<file path="config.mk">
export PLATFORM = sky130hd
export DESIGN_NAME = serial_dataset_loader
export DESIGN_NICKNAME = d
export VERILOG_FILES = /design/src/rtl/sgd_pkg.sv /design/src/rtl/serial_word_deser.sv /design/src/rtl/serial_dataset_loader.sv
export SDC_FILE = /design/constraint.sdc
export NUM_CORES = 1
export LEC_CHECK = 0
export BUFFER_PORTS_ARGS = -buffer_cell sky130_fd_sc_hd__buf_2
export CAP_MARGIN = 5
export CORE_MARGIN = 5
export CORE_UTILIZATION = 40
export DETAILED_ROUTE_END_ITERATION = 16
export PLACE_DENSITY = 0.61
export SYNTH_ARGS = -nofsm -noshare
export SYNTH_HDL_FRONTEND = slang
export SYNTH_SLANG_ARGS = --single-unit
</file>
<file path="constraint.sdc">
create_clock -name clk -period 2.1 [get_ports clk]
set_input_delay 0.42 -clock clk [delete_from_list [all_inputs] [get_ports clk]]
set_output_delay 0.42 -clock clk [all_outputs]
set_load 0.02 [all_outputs]
</file>
<file path="src/rtl/sgd_pkg.sv">
// ============================================================================
//  Module  : sgd_pkg
//  Brief   : Shared sizing defaults and loader state encoding for the SGD path.
//  Revision: 1.0 - initial release
// ============================================================================
`default_nettype none

package sgd_pkg;

    localparam int c_word_width   = 16;
    localparam int c_max_features = 15;
    localparam int c_addr_width   = 12;
    localparam int c_rec_width    = c_word_width * (c_max_features + 1);

    typedef enum logic [1:0] {
        ST_IDLE  = 2'd0,
        ST_SHIFT = 2'd1,
        ST_FLUSH = 2'd2,
        ST_DONE  = 2'd3
    } state_t;

    function automatic int rec_width(input int word_w, input int max_feat);
        return word_w * (max_feat + 1);
    endfunction

endpackage

`default_nettype wire

</file>
<file path="src/rtl/serial_word_deser.sv">
// ============================================================================
//  Module  : serial_word_deser
//  Brief   : Collects LANES-bit beats into one word; flags the completing beat.
//  Revision: 1.0 - initial release
// ============================================================================
`default_nettype none

module serial_word_deser #(
    parameter int WORD_WIDTH = 16,
    parameter int LANES      = 1,
    parameter int MSB_FIRST  = 0
) (
    input  logic                  clk,
    input  logic                  rst_n,
    input  logic                  clr,
    input  logic                  en,
    input  logic [LANES-1:0]      s_in,
    output logic [WORD_WIDTH-1:0] word,
    output logic                  word_valid
);

    localparam int c_beats = WORD_WIDTH / LANES;
    localparam int c_bw    = (c_beats > 1) ? $clog2(c_beats) : 1;

    logic [WORD_WIDTH-1:0] r_shift;
    logic [c_bw-1:0]       r_beat;
    logic [WORD_WIDTH-1:0] w_next;
    logic                  w_last;

    assign w_last = (r_beat == c_bw'(c_beats - 1));

    // Lane 0 is always the earliest bit, so it lands furthest from the insertion point.
    generate
        if (MSB_FIRST != 0) begin : g_msb_first
            logic [LANES-1:0] w_rev;
            always_comb begin
                w_rev = '0;
                for (int i = 0; i < LANES; i++) begin
                    w_rev[i] = s_in[LANES-1-i];
                end
            end
            assign w_next = (r_shift << LANES) | WORD_WIDTH'(w_rev);
        end else begin : g_lsb_first
            assign w_next = (r_shift >> LANES) | (WORD_WIDTH'(s_in) << (WORD_WIDTH - LANES));
        end
    endgenerate

    assign word       = w_next;
    assign word_valid = en && w_last;

    always_ff @(posedge clk or negedge rst_n) begin
        if (!rst_n) begin
            r_shift <= '0;
            r_beat  <= '0;
        end else if (clr) begin
            r_shift <= '0;
            r_beat  <= '0;
        end else if (en) begin
            if (w_last) begin
                r_shift <= '0;
                r_beat  <= '0;
            end else begin
                r_shift <= w_next;
                r_beat  <= r_beat + 1'b1;
            end
        end
    end

endmodule

`default_nettype wire

</file>
<file path="src/rtl/serial_dataset_loader.sv">
// ============================================================================
//  Module  : serial_dataset_loader
//  Brief   : Deserialises training records and writes them into the dataset RAM.
//  Revision: 1.0 - initial release
// ============================================================================
`default_nettype none

module serial_dataset_loader
    import sgd_pkg::*;
#(
    parameter int WORD_WIDTH   = c_word_width,
    parameter int MAX_FEATURES = c_max_features,
    parameter int ADDR_WIDTH   = c_addr_width,
    parameter int LANES        = 1,
    parameter int MSB_FIRST    = 0
) (
    input  logic                                   clk,
    input  logic                                   rst_n,
    input  logic                                   start,
    input  logic [3:0]                             feat,
    input  logic [ADDR_WIDTH-1:0]                  data_points,
    input  logic [LANES-1:0]                       s_in,
    input  logic                                   s_valid,
    output logic                                   wr_en,
    output logic [ADDR_WIDTH-1:0]                  wr_addr,
    output logic [WORD_WIDTH*(MAX_FEATURES+1)-1:0] wr_data,
    output logic                                   busy,
    output logic                                   done,
    output logic                                   err
);

    localparam int c_rec_w = rec_width(WORD_WIDTH, MAX_FEATURES);

    state_t                r_state;
    state_t                w_next_state;
    logic [3:0]            r_feat;
    logic [ADDR_WIDTH-1:0] r_dp;
    logic [ADDR_WIDTH-1:0] r_rec;
    logic [3:0]            r_word_idx;
    logic [c_rec_w-1:0]    r_asm;
    logic [c_rec_w-1:0]    w_masked;
    logic                  r_err;
    logic                  w_feat_bad;
    logic                  w_beat_en;
    logic                  w_deser_clr;
    logic [WORD_WIDTH-1:0] w_word;
    logic                  w_word_valid;

    assign w_feat_bad  = ({1'b0, feat} > 5'(MAX_FEATURES));
    assign w_beat_en   = (r_state == ST_SHIFT) && s_valid;
    assign w_deser_clr = (r_state != ST_SHIFT);

    serial_word_deser #(
        .WORD_WIDTH (WORD_WIDTH),
        .LANES      (LANES),
        .MSB_FIRST  (MSB_FIRST)
    ) u_deser (
        .clk        (clk),
        .rst_n      (rst_n),
        .clr        (w_deser_clr),
        .en         (w_beat_en),
        .s_in       (s_in),
        .word       (w_word),
        .word_valid (w_word_valid)
    );

    always_ff @(posedge clk or negedge rst_n) begin
        if (!rst_n) begin
            r_state <= ST_IDLE;
        end else begin
            r_state <= w_next_state;
        end
    end

    always_comb begin
        w_next_state = r_state;
        case (r_state)
            ST_IDLE:  if (start && !w_feat_bad) w_next_state = ST_SHIFT;
            ST_SHIFT: if (w_word_valid && (r_word_idx == 4'd0)) w_next_state = ST_FLUSH;
            ST_FLUSH: w_next_state = (r_rec == r_dp) ? ST_DONE : ST_SHIFT;
            ST_DONE:  w_next_state = ST_IDLE;
            default:  w_next_state = ST_IDLE;
        endcase
    end

    always_ff @(posedge clk or negedge rst_n) begin
        if (!rst_n) begin
            r_feat     <= '0;
            r_dp       <= '0;
            r_rec      <= '0;
            r_word_idx <= '0;
            r_asm      <= '0;
            r_err      <= 1'b0;
        end else begin
            r_err <= 1'b0;
            case (r_state)
                ST_IDLE: begin
                    if (start) begin
                        if (w_feat_bad) begin
                            r_err <= 1'b1;
                        end else begin
                            r_feat     <= feat;
                            r_dp       <= data_points;
                            r_word_idx <= feat;
                            r_rec      <= '0;
                            r_asm      <= '0;
                        end
                    end
                end
                ST_SHIFT: begin
                    if (w_word_valid) begin
                        for (int j = 0; j <= MAX_FEATURES; j++) begin
                            if (r_word_idx == 4'(j)) begin
                                r_asm[j*WORD_WIDTH +: WORD_WIDTH] <= w_word;
                            end
                        end
                        if (r_word_idx != 4'd0) begin
                            r_word_idx <= r_word_idx - 4'd1;
                        end
                    end
                end
                ST_FLUSH: begin
                    r_asm      <= '0;
                    r_word_idx <= r_feat;
                    if (r_rec != r_dp) begin
                        r_rec <= r_rec + 1'b1;
                    end
                end
                default: ;
            endcase
        end
    end

    // Slices above the captured feature count never reach the RAM, whatever they hold.
    always_comb begin
        w_masked = '0;
        for (int j = 0; j <= MAX_FEATURES; j++) begin
            if (4'(j) <= r_feat) begin
                w_masked[j*WORD_WIDTH +: WORD_WIDTH] = r_asm[j*WORD_WIDTH +: WORD_WIDTH];
            end
        end
    end

    assign wr_en   = (r_state == ST_FLUSH);
    assign wr_addr = r_rec;
    assign wr_data = w_masked;
    assign busy    = (r_state == ST_SHIFT) || (r_state == ST_FLUSH);
    assign done    = (r_state == ST_DONE);
    assign err     = r_err;

endmodule

`default_nettype wire
</file>
==> flow_metrics.py <==
metrics = {
    "sta": {
        "hold_viol": 0,
        "finalSetupViolations": 208,
        "fin_ws_ps": -295,
        "clock_skew_ps": 14.3,
        "relSlewSlack_pct": 59.7,
        "whs_ps": 135,
        "max_freq_ghz": 0.417,
        "rsz0062_at_grt": "true",
        "period_share_pct": 114,
        "slew_viol_final": 0,
        "tightestPinTransition_ps": 605,
        "period_needed_ps": 2400,
    },
    "yosys": {
        "synth-seq-cells": 309,
        "synth_top_cell_by_area": "dfrtp_1",
        "syn_area_um2": 14900,
        "ys_types": 49,
        "synthCells": 1164,
        "yosys_warnings": 0,
        "ys_seq_area_share_pct": 52.0,
        "synth_fp_nets": 1197,
        "ys.flop_type": "dfrtp_1",
        "synth.top_cell.area_share_pct": 52.0,
        "synthTopCellsByArea": "dfrtp_1 52%, mux2_2 15%, mux2_4 8.1%, nor2b_1 5.6%, and2_1 3.5%",
        "synth_async_sr_flop_share_pct": 100,
        "synth_edf_count": 0,
        "postSynthAreaPerCell_um2": 12.8,
    },
    "cells_and_area": {
        "final_util_pct": 56.7,
        "fillCellCount": 2944,
        "final_nets": 1524,
        "area_growth_pct": 39.9,
        "final_layout_size_suffix_gt1_share_pct": 61.1,
        "antennaDiodeCount": 0,
    },
    "drt": {
        "drc": 0,
        "wirelength_um": 46400,
        "drtAntennaViolNets": 0,
        "wire_per_inst_um": 23.4,
        "dr.pass1.iters": 4,
        "drt_iter0_drc": 476,
        "vias_per_cell": 5.20,
        "num_vias": 10300,
    },
    "die": {
        "io_pins": 293,
        "die_area_um2": 41100,
        "core_um2": 36700,
        "start_util_pct": 40.5,
        "rows": 70,
        "fp.dieH_um": 203,
        "die_w_um": 203,
    },
    "min_path": {
        "hold_depth": 2,
        "hold_class": "input port to flip-flop",
    },
    "clock_network": {
        "root_buffer": "clkbuf_16",
        "cts.path.max_buffers": 3,
        "cts_tree": "done",
        "cts.sinks": 309,
        "cts_inserted_buffers": 36,
        "clk_pin_slew_ps": 60,
        "cts_max_level": 2,
        "clk_latency_ps": 520,
    },
    "grt": {
        "grt_pass1_vias": 10900,
        "grt_use_total_pct": 21.5,
        "grt_pass1_wl_um": 69000,
        "antenna_found_initial": 4,
        "overflow": 0,
        "grt_start_max_net_pins": 63,
    },
    "power_and_ir_drop": {
        "power_density_nw_per_um2": 1310,
        "power_switching_mw": 10.3,
        "intPower_mw": 16.9,
        "leakagePower_nw": 10.4,
        "pwr-share-comb_pct": 46.1,
        "p_sw_share_pct": 37.7,
        "clkPwrFrac_pct": 23.0,
        "seq_power_share_pct": 30.9,
        "ir_drop_mv": 0.683,
    },
    "setup_path": {
        "crit_fanout": 8,
        "worstPathRequired_ps": 1680,
        "critPathKind": "flip-flop to primary output",
        "end_kind": "primary output",
        "reg2regPathDepth": 7,
        "critical_path.startpoint_type": "flip-flop",
        "worstPathArrival_ps": 1980,
    },
    "place": {
        "io_buffers": 291,
        "globalplace.congestion": 0.812,
        "dp_hpwl_um": 30000,
    },
    "run_status": {
        "violations": "negative setup slack",
        "status": "finished, violations left",
    },
    "run": {
        "drv_cap": 0,
    },
}
layout by cell type (no fill, tap or decap), types with 3 or more instances in the layout:
| master | count |
|---|---|
| ha_1 | 10 |
| mux2_2 | 194 |
| nor2_1 | 8 |
| clkbuf_1 | 4 |
| nor2b_1 | 65 |
| buf_2 | 109 |
| nand2_1 | 39 |
| and2_1 | 27 |
| and2_4 | 56 |
| buf_4 | 72 |
| clkbuf_8 | 10 |
| xnor2_1 | 14 |
| and3_4 | 34 |
| dfrtp_2 | 3 |
| buf_8 | 12 |
| dfrtp_1 | 306 |
| a22o_1 | 15 |
| nor2b_2 | 8 |
| a21o_1 | 4 |
| o41ai_1 | 3 |
| inv_1 | 5 |
| nand4_1 | 5 |
| nand2_8 | 8 |
| nand2_4 | 6 |
| buf_16 | 3 |
| nand3_1 | 15 |
| o31ai_1 | 15 |
| clkbuf_16 | 39 |
| mux2_4 | 80 |
| buf_12 | 25 |
| a21oi_4 | 4 |
| and3_1 | 17 |
| a21oi_1 | 4 |
| nor3_1 | 3 |
| o21ai_0 | 9 |
| nor2b_4 | 59 |
| clkinv_2 | 8 |
| buf_6 | 176 |
| nand2b_1 | 3 |
logic make-up (layout without fill, tap and decap cells):
logic type | Yosys count | after routing | share of synthesized area (%)
AOI/OAI and AO/OA | 70 | 70 | 3.46
adders and majority gates | 12 | 12 | 1.01
xor gates and xnor gates | 15 | 15 | 0.883
buffers and inverters | 118 | 469 | 4.62
and+or+nand+nor | 364 | 365 | 15.2
other | 1 | 1 | 0.0252
DFF | 309 | 309 | 52.0
muxes | 275 | 275 | 22.8
power by group through the flow:
| stage | logic [mW] | registers, mW | clock network [mW] |
|---|---|---|---|
| after floorplan | 7.53 | 8.05 | 0 |
| after global placement | 9.88 | 8.33 | 0 |
| after detailed placement | 10.0 | 8.38 | 0 |
| after CTS | 11.8 | 8.32 | 6.40 |
| after global routing | 13.2 | 8.55 | 6.65 |
| final | 12.5 | 8.39 | 6.25 |
area by class of cell:
cell class              instances  area (um^2)  area share, %
multi-input cells             738         7390           35.5
inverters                       7         26.3          0.126
clock inverters                11         93.8          0.451
clock buffers                  52         1100           5.31
well taps                     468          586           2.82
repair buffers                399         3870           18.6
flip-flops and latches        309         7740           37.2
routing by layer:
metal | GRT usage (%) | part of all wire, % | vias up
met1 | 29.1 | 44 | 5316
met2 | 35.7 | 49 | 290
met5 | 0 | 0.084 | -
li1 | - | - | 4620
met3 | 3.99 | 4.8 | 82
met4 | 5.99 | 2.9 | 6
critical path, cell delays in order (launching register included):
cell and delay (ps):
dfrtp_2 490, buf_8 180, buf_6 120, a31oi_4 250, buf_8 200, nor2b_1 70
buf_2 160
synthesized netlist by cell type (5+ instances only):
cell        n
nor2b_1   132
buf_1       5
ha_1       12
nand2_8     8
a22o_1     15
and2_1     83
o31ai_1    15
inv_1       7
buf_4      19
dfrtp_1   309
o21ai_0     9
nor2_1      9
buf_2      15
mux2_4     80
xnor2_1    14
and3_1     50
nand2_2     8
a21oi_1     7
mux2_2    194
nand2_1    39
nand4_1     5
nand3_1    15
buf_12      9
clkbuf_1   62
through the flow:
stage / power (mW) / setup WS (ps) / cells / area [um^2] / TNS, ps
6_report: 27.2 / -295 / 1984 / 20800 / -39690
5_1_grt: 28.4 / -333 / 1984 / 20800 / -49240
4_1_cts: 26.5 / -295 / 1978 / 19800 / -45550
3_5_place_dp: 18.4 / -266 / 1880 / 17000 / -5180
3_3_place_gp: 18.2 / -228 / 1880 / 17000 / -2980
2_1_floorplan: 15.6 / 6.07 / 1164 / 14900 / 0
registers in the layout, summed over array words and instances (netlist names):
register / cells
r_asm: 256
r_feat: 4
u_deser.r_beat: 4
wr_addr: 12
r_dp: 12
r_state: 2
u_deser.r_shift: 15
r_word_idx: 4
worst paths after layout:
check | start | to | slack, ps
setup / recovery | r_feat[2]$_DFFE_PN0P_ | wr_data[120] | -300
hold / removal | s_in | u_deser.r_shift[15]$_DFFE_PN0P_ | 130
setup reg to reg | r_state[0]$_DFFE_PN0P_ | r_asm[172]$_DFFE_PN0P_ | 100
hold reg to reg | r_asm[64]$_DFFE_PN0P_ | r_asm[64]$_DFFE_PN0P_ | 490
max in group asynchronous | rst_n | r_asm[52]$_DFFE_PN0P_ | 890
min in group asynchronous | rst_n | r_asm[113]$_DFFE_PN0P_ | 420
what timing repair did:
| action | 4_1_cts | 5_1_grt |
|---|---|---|
| hold buffers | 1 | 0 |
| hold endpoints to repair | 42 | 0 |
| buffers inserted | 23 | 10 |
| resized for setup | 333 | 317 |
| setup endpoints to repair | 305 | 338 |
| pin swaps | 40 | 37 |
| gates cloned | 11 | 2 |
No activity file was read; power rests on OpenSTA's default activity.
